[config.mk]
export PLATFORM = sky130hd
export DESIGN_NAME = tt_settle_timer
export DESIGN_NICKNAME = d
export VERILOG_FILES = /design/src/rtl/tt_settle_timer.sv
export SDC_FILE = /design/constraint.sdc
export NUM_CORES = 1
export LEC_CHECK = 0
export CAP_MARGIN = 10
export CORE_AREA = 2 2 39 41
export DETAILED_ROUTE_END_ITERATION = 8
export DIE_AREA = 0 0 41 43
export PLACE_DENSITY = 0.66
export SETUP_SLACK_MARGIN = 0.02
export SYNTH_ARGS = -nofsm -noshare
export SYNTH_HDL_FRONTEND = slang
export SYNTH_SLANG_ARGS = --single-unit
[constraint.sdc]
create_clock -name clk -period 4.09 [get_ports clk]
set_input_delay 0.818 -clock clk [delete_from_list [all_inputs] [get_ports clk]]
set_output_delay 0.818 -clock clk [all_outputs]
set_load 0.03 [all_outputs]
[src/rtl/tt_settle_timer.sv]
// Loadable down-counter with zero flag; load takes effect next edge, holds at zero.
// Latency: one cycle from load to count; backpressure: none, en gates decrement.
module tt_settle_timer #(
    parameter int W = 8
) (
    input  logic         clk,
    input  logic         rst_n,
    input  logic         load,
    input  logic [W-1:0] load_val,
    input  logic         en,
    output logic         zero
);

    logic [W-1:0] count;

    always_ff @(posedge clk or negedge rst_n) begin
        if (!rst_n) begin
            count <= '0;
        end else if (load) begin
            count <= load_val;
        end else if (en && count != '0) begin
            count <= count - 1'b1;
        end
    end

    assign zero = (count == '0);

endmodule

**After elaboration in Yosys (flattened, before gate mapping)**

Cells that the tools add are included.

- Register bits after elaboration: 8
- Bits of input ports: 12
- Output and inout bits: 1
- Logic and storage cells: 8

- Add/subtract/negate cells: 1
- Multiplexer cells: 2
- Reduce and logical (&&, ||, !) cells: 4

Operator list:

| cell | number |
|---|---|
| 8-bit 2-to-1 mux | 2 |
| 8-bit zero test | 1 |
| 8-bit nonzero test | 1 |
| 8-bit by 1-bit subtractor with 8-bit output, second input constant | 1 |
| 2-bit nonzero test | 1 |
| 1-bit logical AND | 1 |

**Longest topological paths before layout**

Gate-level depths: netlist of run 1.

- Depth in word-level cells: 4
- Gate-level depth with buffers: 5
- Mapped depth without buffers: 5

**Worst setup path after synthesis of run 1**

OpenSTA, ideal clock, no wires.

- Kind: reg2out
- Start point: register count[0]
- End point: output port zero
- Data arrival time: 1557 ps
- Setup slack: 1715 ps
- Cell stages (with the launch flop): 5
- Path buffers: 0
- Cells stage by stage: dfrtp_1 > inv_1 > ha_1 > or3b_2 > nor2_1

- Word-level cells in the longest chain between the ends: 1

RTL lines:

| what | line | source |
|---|---|---|
| start: declaration | 14 | `logic [W-1:0] count;` |
| start signal: assignment | 20 | `count <= load_val;` |
| start signal: assignment | 22 | `count <= count - 1'b1;` |
| 8-bit zero test | 26 | `assign zero = (count == '0);` |
| end: declaration | 11 | `output logic zero` |

No other way between the ends.

**Worst setup path after layout of run 1**

Same ends and word-level chain as after synthesis.

==> results of run 1 <==
[per-layer routing]
metal,share of wire,track usage,vias to the layer above,wire length (um)
li1,-,-,259,-
met2,0.43,0.228,11,541
met1,0.52,0.248,235,642
met3,0.039,0.0628,2,49
met5,0,0,-,0
met4,0.0080,0.0600,0,10
[through the flow]
stage / power, mW / utilization / hold slack (ns) / cell area [um2]
2_1_floorplan: 0.128 / - / 0.522 / 528
3_3_place_gp: 0.148 / 0.476 / 0.563 / 659
3_5_place_dp: 0.149 / 0.476 / 0.574 / 659
4_1_cts: 0.213 / 0.493 / 0.589 / 682
5_1_grt: 0.225 / 0.493 / 0.623 / 682
6_report: 0.210 / 0.493 / 0.583 / 682
[cell usage in the layout, fill, tap and decap left out, drive strengths merged, types with 3 or more instances in the layout]
cell type,count
nor2,5
a21oi,3
clkbuf,3
or4,3
nor3,3
clkdlybuf4s50,12
dfrtp,8
nor3b,3
[cells in the mapped netlist]
cell                        n  area share
sky130_fd_sc_hd__or3b_1     1       0.017
sky130_fd_sc_hd__nand4_1    2       0.024
sky130_fd_sc_hd__nor4_1     1       0.012
sky130_fd_sc_hd__buf_2      1      0.0095
sky130_fd_sc_hd__nor3b_1    3       0.043
sky130_fd_sc_hd__clkinv_1   1      0.0071
sky130_fd_sc_hd__o221ai_1   1       0.017
sky130_fd_sc_hd__o211ai_1   1       0.014
sky130_fd_sc_hd__or3b_2     1       0.017
sky130_fd_sc_hd__nand3_1    2       0.019
sky130_fd_sc_hd__inv_1      2       0.014
sky130_fd_sc_hd__o211a_1    1       0.019
sky130_fd_sc_hd__nor2b_1    1       0.012
sky130_fd_sc_hd__o21ai_0    2       0.019
sky130_fd_sc_hd__or4_1      3       0.043
sky130_fd_sc_hd__nand2_1    2       0.014
sky130_fd_sc_hd__dfrtp_1    8        0.38
sky130_fd_sc_hd__a221o_1    2       0.038
sky130_fd_sc_hd__ha_1       2       0.047
sky130_fd_sc_hd__a21oi_1    3       0.028
sky130_fd_sc_hd__or3_1      1       0.012
sky130_fd_sc_hd__nor2_1     5       0.036
sky130_fd_sc_hd__o2111ai_1  1       0.017
sky130_fd_sc_hd__a211o_1    1       0.017
sky130_fd_sc_hd__a211o_2    1       0.019
sky130_fd_sc_hd__nor3_1     3       0.028
sky130_fd_sc_hd__a2bb2oi_1  1       0.017
sky130_fd_sc_hd__o311a_1    1       0.019
sky130_fd_sc_hd__clkbuf_1   1      0.0071
sky130_fd_sc_hd__o31ai_1    1       0.014
sky130_fd_sc_hd__a31oi_1    2       0.024
[area by class of cell]
type | instances | share of cell area
Multi-Input combinational cell | 45 | 0.451
Tap cell | 16 | 0.0294
Sequential cell | 8 | 0.294
Inverter | 3 | 0.0165
Timing Repair Buffer | 12 | 0.176
Clock buffer | 3 | 0.0330
[final timing paths]
| path | from | endpoint | slack, ns |
|---|---|---|---|
| min reg2reg | count[0] | count[0] | 0.58 |
| max | count[0] | zero | 1.00 |
| min in group asynchronous | rst_n | count[5] | 0.86 |
| max in group asynchronous | rst_n | count[0] | 2.95 |
| max reg2reg | count[2] | count[6] | 2.21 |
| min | count[0] | count[0] | 0.58 |
[logic make-up after synthesis]
kind of cell             count (synthesis)  synth area share
flip-flops                               8             0.379
buffers and inverters                    5            0.0379
adder cells (fa/ha/maj)                  2            0.0474
AND/OR/NAND/NOR                         25             0.275
AO/OA/AOI/OAI                           18             0.261
[power by group]
group,internal (mW),switching (mW)
Combinational,0.0259,0.0244
Sequential,0.0879,0.0106
Clock,0.0337,0.0278
[worst max-delay path: stages, from the launching register on]
cell and delay [ns]:
sky130_fd_sc_hd__dfrtp_1 0.39, sky130_fd_sc_hd__inv_1 0.10, sky130_fd_sc_hd__ha_1 0.20, sky130_fd_sc_hd__or3b_2 0.49, sky130_fd_sc_hd__nor2_1 0.15, sky130_fd_sc_hd__clkdlybuf4s50_1 0.69
==> summary.json, run 1 <==
{
  "status": {"value": "finished, final reports clean"},
  "synth_seq_cells": {"value": 8},
  "critical_path_peak_fanout": {"value": 4},
  "layout.area.seq": {"value": 200, "unit": "um2"},
  "drc": {"value": 0},
  "die-width": {"value": 41, "unit": "um"},
  "top_regs": {"value": "count (8)"},
  "finalCritPeriodShare": {"value": 0.755},
  "rsz0062_at_grt": {"value": "false"},
  "clk_lat_worst_skew": {"value": 0.25, "unit": "ns"},
  "fillerInstances": {"value": 133},
  "hold_path_class": {"value": "flop to flop"},
  "worst_r2r_path_depth": {"value": 3},
  "drive_above_1_share": {"value": 0.0704},
  "regMostFlops": {"value": "count"},
  "power.ir.vdd_worst": {"value": 0.000192, "unit": "V"},
  "drt_first_pass_iters": {"value": 6},
  "grt_pass1_wl": {"value": 2020, "unit": "um"},
  "track_usage": {"value": 0.171},
  "clkTransAtPathRegs": {"value": 0.06, "unit": "ns"},
  "syn_inst": {"value": 58},
  "dr_total_vias": {"value": 507},
  "grt_overflow": {"value": 0},
  "num-nets-final": {"value": 87},
  "ioPinCount": {"value": 13},
  "stdcell_count": {"value": 87},
  "tritoncts": {"value": "done"},
  "cts-buffers-inserted": {"value": 3},
  "chipHeight": {"value": 43, "unit": "um"},
  "die-area": {"value": 1760, "unit": "um2"},
  "timing.fmax": {"value": 0.324, "unit": "GHz"},
  "drv_slew": {"value": 0},
  "clock_tree.root_cell": {"value": "sky130_fd_sc_hd__clkbuf_4"},
  "worst_slew_margin_rel": {"value": 0.570},
  "ctsHtreeMaxLevel": {"value": 1},
  "grt_antenna_before_repair": {"value": 0},
  "cts_hold_repair.buffers": {"value": 0},
  "tightestPinTransition": {"value": 0.639, "unit": "ns"},
  "wl": {"value": 1250, "unit": "um"},
  "area.growth.synth_to_final": {"value": 29.1, "unit": "%"},
  "cp-start-kind": {"value": "flop"},
  "synth.avg_cell_area": {"value": 9.10, "unit": "um2"},
  "fin_ws": {"value": 1.00, "unit": "ns"},
  "critical_path_required": {"value": 3.27, "unit": "ns"},
  "drt-initial-drc-count": {"value": 4},
  "placement_row_count": {"value": 14},
  "drv.max_cap_violation_count": {"value": 0},
  "multiInputGateArea": {"value": 308, "unit": "um2"},
  "setup_total_negative_slack": {"value": 0, "unit": "ns"},
  "ys_types": {"value": 31},
  "timing_worst_setup_path_type": {"value": "flop to primary output"},
  "postRouteAntennaNets": {"value": 0},
  "power_per_cell_area": {"value": 308, "unit": "nW/um2"},
  "number_of_flip_flops_in_the_largest_register": {"value": 8},
  "post-route-min-period": {"value": 3.09, "unit": "ns"},
  "timing.hold.worst_path_depth": {"value": 2},
  "core-area": {"value": 1380, "unit": "um2"},
  "vias_per_cell": {"value": 5.83},
  "portBuffers": {"value": 12},
  "dp.cells": {"value": 84},
  "yosysSeqAreaShare": {"value": 0.379},
  "cts_repair_resize_count": {"value": 0},
  "grt_max_degree": {"value": 15},
  "tritoncts_num_sinks": {"value": 8},
  "clockBufferDepth": {"value": 2},
  "cts_post_setup_buffers_inserted": {"value": 0},
  "syn_area": {"value": 528, "unit": "um2"},
  "gp_congestion": {"value": 0.762},
  "synthesis.yosys.warnings": {"value": 0},
  "avgRoutedWirePerCell": {"value": 14.3, "unit": "um"},
  "fin_worst_skew": {"value": 0.00208, "unit": "ns"},
  "hold_viol_final": {"value": 0},
  "worst_ep_arrival_time": {"value": 2.27, "unit": "ns"},
  "diode_insertion_count_for_antenna_repair": {"value": 0},
  "via_count_of_the_first_global_routing_pass": {"value": 458},
  "critical_path.endpoint_type": {"value": "primary output"},
  "preCtsSetupSlack": {"value": 1.28, "unit": "ns"},
  "total_half_perimeter_wirelength_after_legalization_and_detailed_placement": {"value": 911, "unit": "um"},
  "initial_core_util": {"value": 0.382},
  "synth_nets": {"value": 72},
  "finalSetupViolCount": {"value": 0},
  "leakage": {"value": 0.255, "unit": "nW"}
}
Power figures use the tool's default switching activity.
==> run 2, diff against run 1 <==
Settings changed: PLACE_DENSITY 0.66 to 0.69.
Clock period 4.09 ns to 2.5 ns, I/O delays scaled along.
==> run 2 against run 1 <==
Compared with the run above:
- clock power grew 61%
- power grew 68%
- global-route usage increased by 2.1 points
- highest routed layer unchanged
==> summary.json, run 2 (synthesized netlist as in run 1, its figures left out) <==
{
  "status": {"value": "finished, final reports clean"},
  "dr_total_vias": {"value": 529, "change": "+4.3%"},
  "grt_max_degree": {"value": 11, "change": "-4"},
  "worst_ep_arrival_time": {"value": 1.76, "unit": "ns", "change": "-0.51 ns"},
  "clock_tree.root_cell": {"value": "sky130_fd_sc_hd__clkbuf_4"},
  "cp-start-kind": {"value": "flop"},
  "clk_lat_worst_skew": {"value": 0.25, "unit": "ns", "change": "about the same"},
  "drt_first_pass_iters": {"value": 3, "change": "-3"},
  "fillerInstances": {"value": 146, "change": "+9.8%"},
  "fin_worst_skew": {"value": 0.00290, "unit": "ns", "change": "+0.000823 ns"},
  "drt-initial-drc-count": {"value": 6, "change": "+2"},
  "gp_congestion": {"value": 0.839, "change": "+10%"},
  "critical_path_peak_fanout": {"value": 4, "change": "unchanged"},
  "num-nets-final": {"value": 93, "change": "+6.9%"},
  "cts_post_setup_buffers_inserted": {"value": 0, "change": "unchanged"},
  "vias_per_cell": {"value": 5.69, "change": "-2.4%"},
  "diode_insertion_count_for_antenna_repair": {"value": 0, "change": "unchanged"},
  "cts_hold_repair.buffers": {"value": 0, "change": "unchanged"},
  "clockBufferDepth": {"value": 2, "change": "unchanged"},
  "drive_above_1_share": {"value": 0.156, "change": "+0.0854"},
  "drc": {"value": 0, "change": "unchanged"},
  "area.growth.synth_to_final": {"value": 36.7, "unit": "%"},
  "core-area": {"value": 1380, "unit": "um2", "change": "unchanged"},
  "track_usage": {"value": 0.193, "change": "+0.0214"},
  "design_area": {"value": 722, "unit": "um2", "change": "+5.9%"},
  "tritoncts": {"value": "done"},
  "worst_r2r_path_depth": {"value": 4, "change": "+1"},
  "wl": {"value": 1330, "unit": "um", "change": "+7.1%"},
  "timing_worst_setup_path_type": {"value": "flop to primary output"},
  "rsz0062_at_grt": {"value": "false"},
  "drv.max_cap_violation_count": {"value": 0, "change": "unchanged"},
  "fin_ws": {"value": 0.235, "unit": "ns", "change": "-0.766 ns"},
  "critical_path_required": {"value": 2.00, "unit": "ns", "change": "-1.27 ns"},
  "tritoncts_num_sinks": {"value": 8, "change": "unchanged"},
  "placement_row_count": {"value": 14, "change": "unchanged"},
  "finalCritPeriodShare": {"value": 0.906},
  "grt_antenna_before_repair": {"value": 0, "change": "unchanged"},
  "setup_total_negative_slack": {"value": 0, "unit": "ns", "change": "unchanged"},
  "post-route-min-period": {"value": 2.26, "unit": "ns"},
  "grt_pass1_wl": {"value": 2270, "unit": "um", "change": "+12%"},
  "finalSetupViolCount": {"value": 0, "change": "unchanged"},
  "clkTransAtPathRegs": {"value": 0.06, "unit": "ns", "change": "about the same"},
  "power_per_cell_area": {"value": 488, "unit": "nW/um2", "change": "+59%"},
  "top_regs": {"value": "count (8)"},
  "power.ir.vdd_worst": {"value": 0.000277, "unit": "V", "change": "+45%"},
  "hold_path_class": {"value": "primary input to async pin"},
  "number_of_flip_flops_in_the_largest_register": {"value": 8, "change": "unchanged"},
  "tightestPinTransition": {"value": 0.675, "unit": "ns", "change": "+0.0354 ns"},
  "die-area": {"value": 1760, "unit": "um2", "change": "unchanged"},
  "preCtsSetupSlack": {"value": 0.0342, "unit": "ns", "change": "-1.24 ns"},
  "via_count_of_the_first_global_routing_pass": {"value": 537, "change": "+17%"},
  "worst_slew_margin_rel": {"value": 0.546, "change": "-0.0238"},
  "total_half_perimeter_wirelength_after_legalization_and_detailed_placement": {"value": 1010, "unit": "um", "change": "+11%"},
  "layout_common_cells": {"value": "sky130_fd_sc_hd__clkdlybuf4s50_1, sky130_fd_sc_hd__dfrtp_1, sky130_fd_sc_hd__buf_4"},
  "initial_core_util": {"value": 0.382, "change": "unchanged"},
  "timing.fmax": {"value": 0.442, "unit": "GHz"},
  "grt_overflow": {"value": 0, "change": "unchanged"},
  "drv_slew": {"value": 0, "change": "unchanged"},
  "postRouteAntennaNets": {"value": 0, "change": "unchanged"},
  "regMostFlops": {"value": "count"},
  "critical_path.endpoint_type": {"value": "primary output"},
  "hold_viol_final": {"value": 0, "change": "unchanged"},
  "report.power.total": {"value": 0.353, "unit": "mW", "change": "+68%"},
  "avgRoutedWirePerCell": {"value": 14.3, "unit": "um", "change": "+0.24%"},
  "final_common_cell": {"value": "sky130_fd_sc_hd__clkdlybuf4s50_1"},
  "hold-worst-slack": {"value": 0.537, "unit": "ns", "change": "-0.0461 ns"},
  "portBuffers": {"value": 12, "change": "unchanged"},
  "ctsHtreeMaxLevel": {"value": 1, "change": "unchanged"},
  "ioPinCount": {"value": 13, "change": "unchanged"},
  "chipHeight": {"value": 43, "unit": "um", "change": "unchanged"},
  "cts-buffers-inserted": {"value": 3, "change": "unchanged"},
  "die-width": {"value": 41, "unit": "um", "change": "unchanged"},
  "placed_instance_area": {"value": 704, "unit": "um2", "change": "+6.8%"},
  "leakage": {"value": 0.285, "unit": "nW", "change": "+12%"}
}
-- run 2: changes by cell type in the layout (fill, tap and decap cells not counted), sizes merged --
cell           change
clkdlybuf4s50      -1
clkbuf             +1
buf                +6
-- run 2: metal layers --
metal	up-vias	global-route usage	wire (um)	part of all wire
li1	270	-	-	-
met1	243	0.229	618	0.46
met2	14	0.300	625	0.47
met3	2	0.0995	71	0.053
met4	0	0.0400	19	0.014
met5	-	0	0	0
-- run 2: power breakdown --
group	switching (mW)	leakage (nW)	internal [mW]
combinational	0.0446	0.177	0.0512
clock	0.0438	0.0138	0.0549
sequential	0.0143	0.0942	0.144
-- run 2: worst paths after layout --
kind	endpoint	start	slack (ns)
hold / removal	count[7]	rst_n	0.54
setup / recovery	zero	count[0]	0.24
hold reg to reg	count[1]	count[1]	0.58
setup reg to reg	count[6]	count[3]	0.54
min in group clk	count[1]	count[1]	0.58
max in group asynchronous	count[4]	rst_n	1.68
-- run 2: area by class of cell --
class / instances / area, um2 / share of cell area
multi-input cells: 45 / 308 / 0.426
flip-flops and latches: 8 / 200 / 0.277
repair buffers: 18 / 160 / 0.222
clock buffers: 3 / 22.5 / 0.0312
well taps: 16 / 20.0 / 0.0277
inverters: 3 / 11.3 / 0.0156
-- run 2: critical path, cell delays in order (launching register included) --
cell,delay [ns]
sky130_fd_sc_hd__dfrtp_1,0.40
sky130_fd_sc_hd__inv_1,0.11
sky130_fd_sc_hd__ha_1,0.17
sky130_fd_sc_hd__or3b_2,0.47
sky130_fd_sc_hd__nor2_1,0.15
sky130_fd_sc_hd__clkbuf_2,0.23
-- run 2: what timing repair did --
action                                  in CTS  in global routing
resized for setup                            1                  2
endpoints found under the setup margin       1                  1
cloned                                       0                  0
-- run 2: metrics by stage --
stage               utilization  instances
floorplan                     -         58
global placement          0.509         90
detailed placement        0.509         90
CTS                       0.524         93
global route              0.522         93
finish                    0.522         93
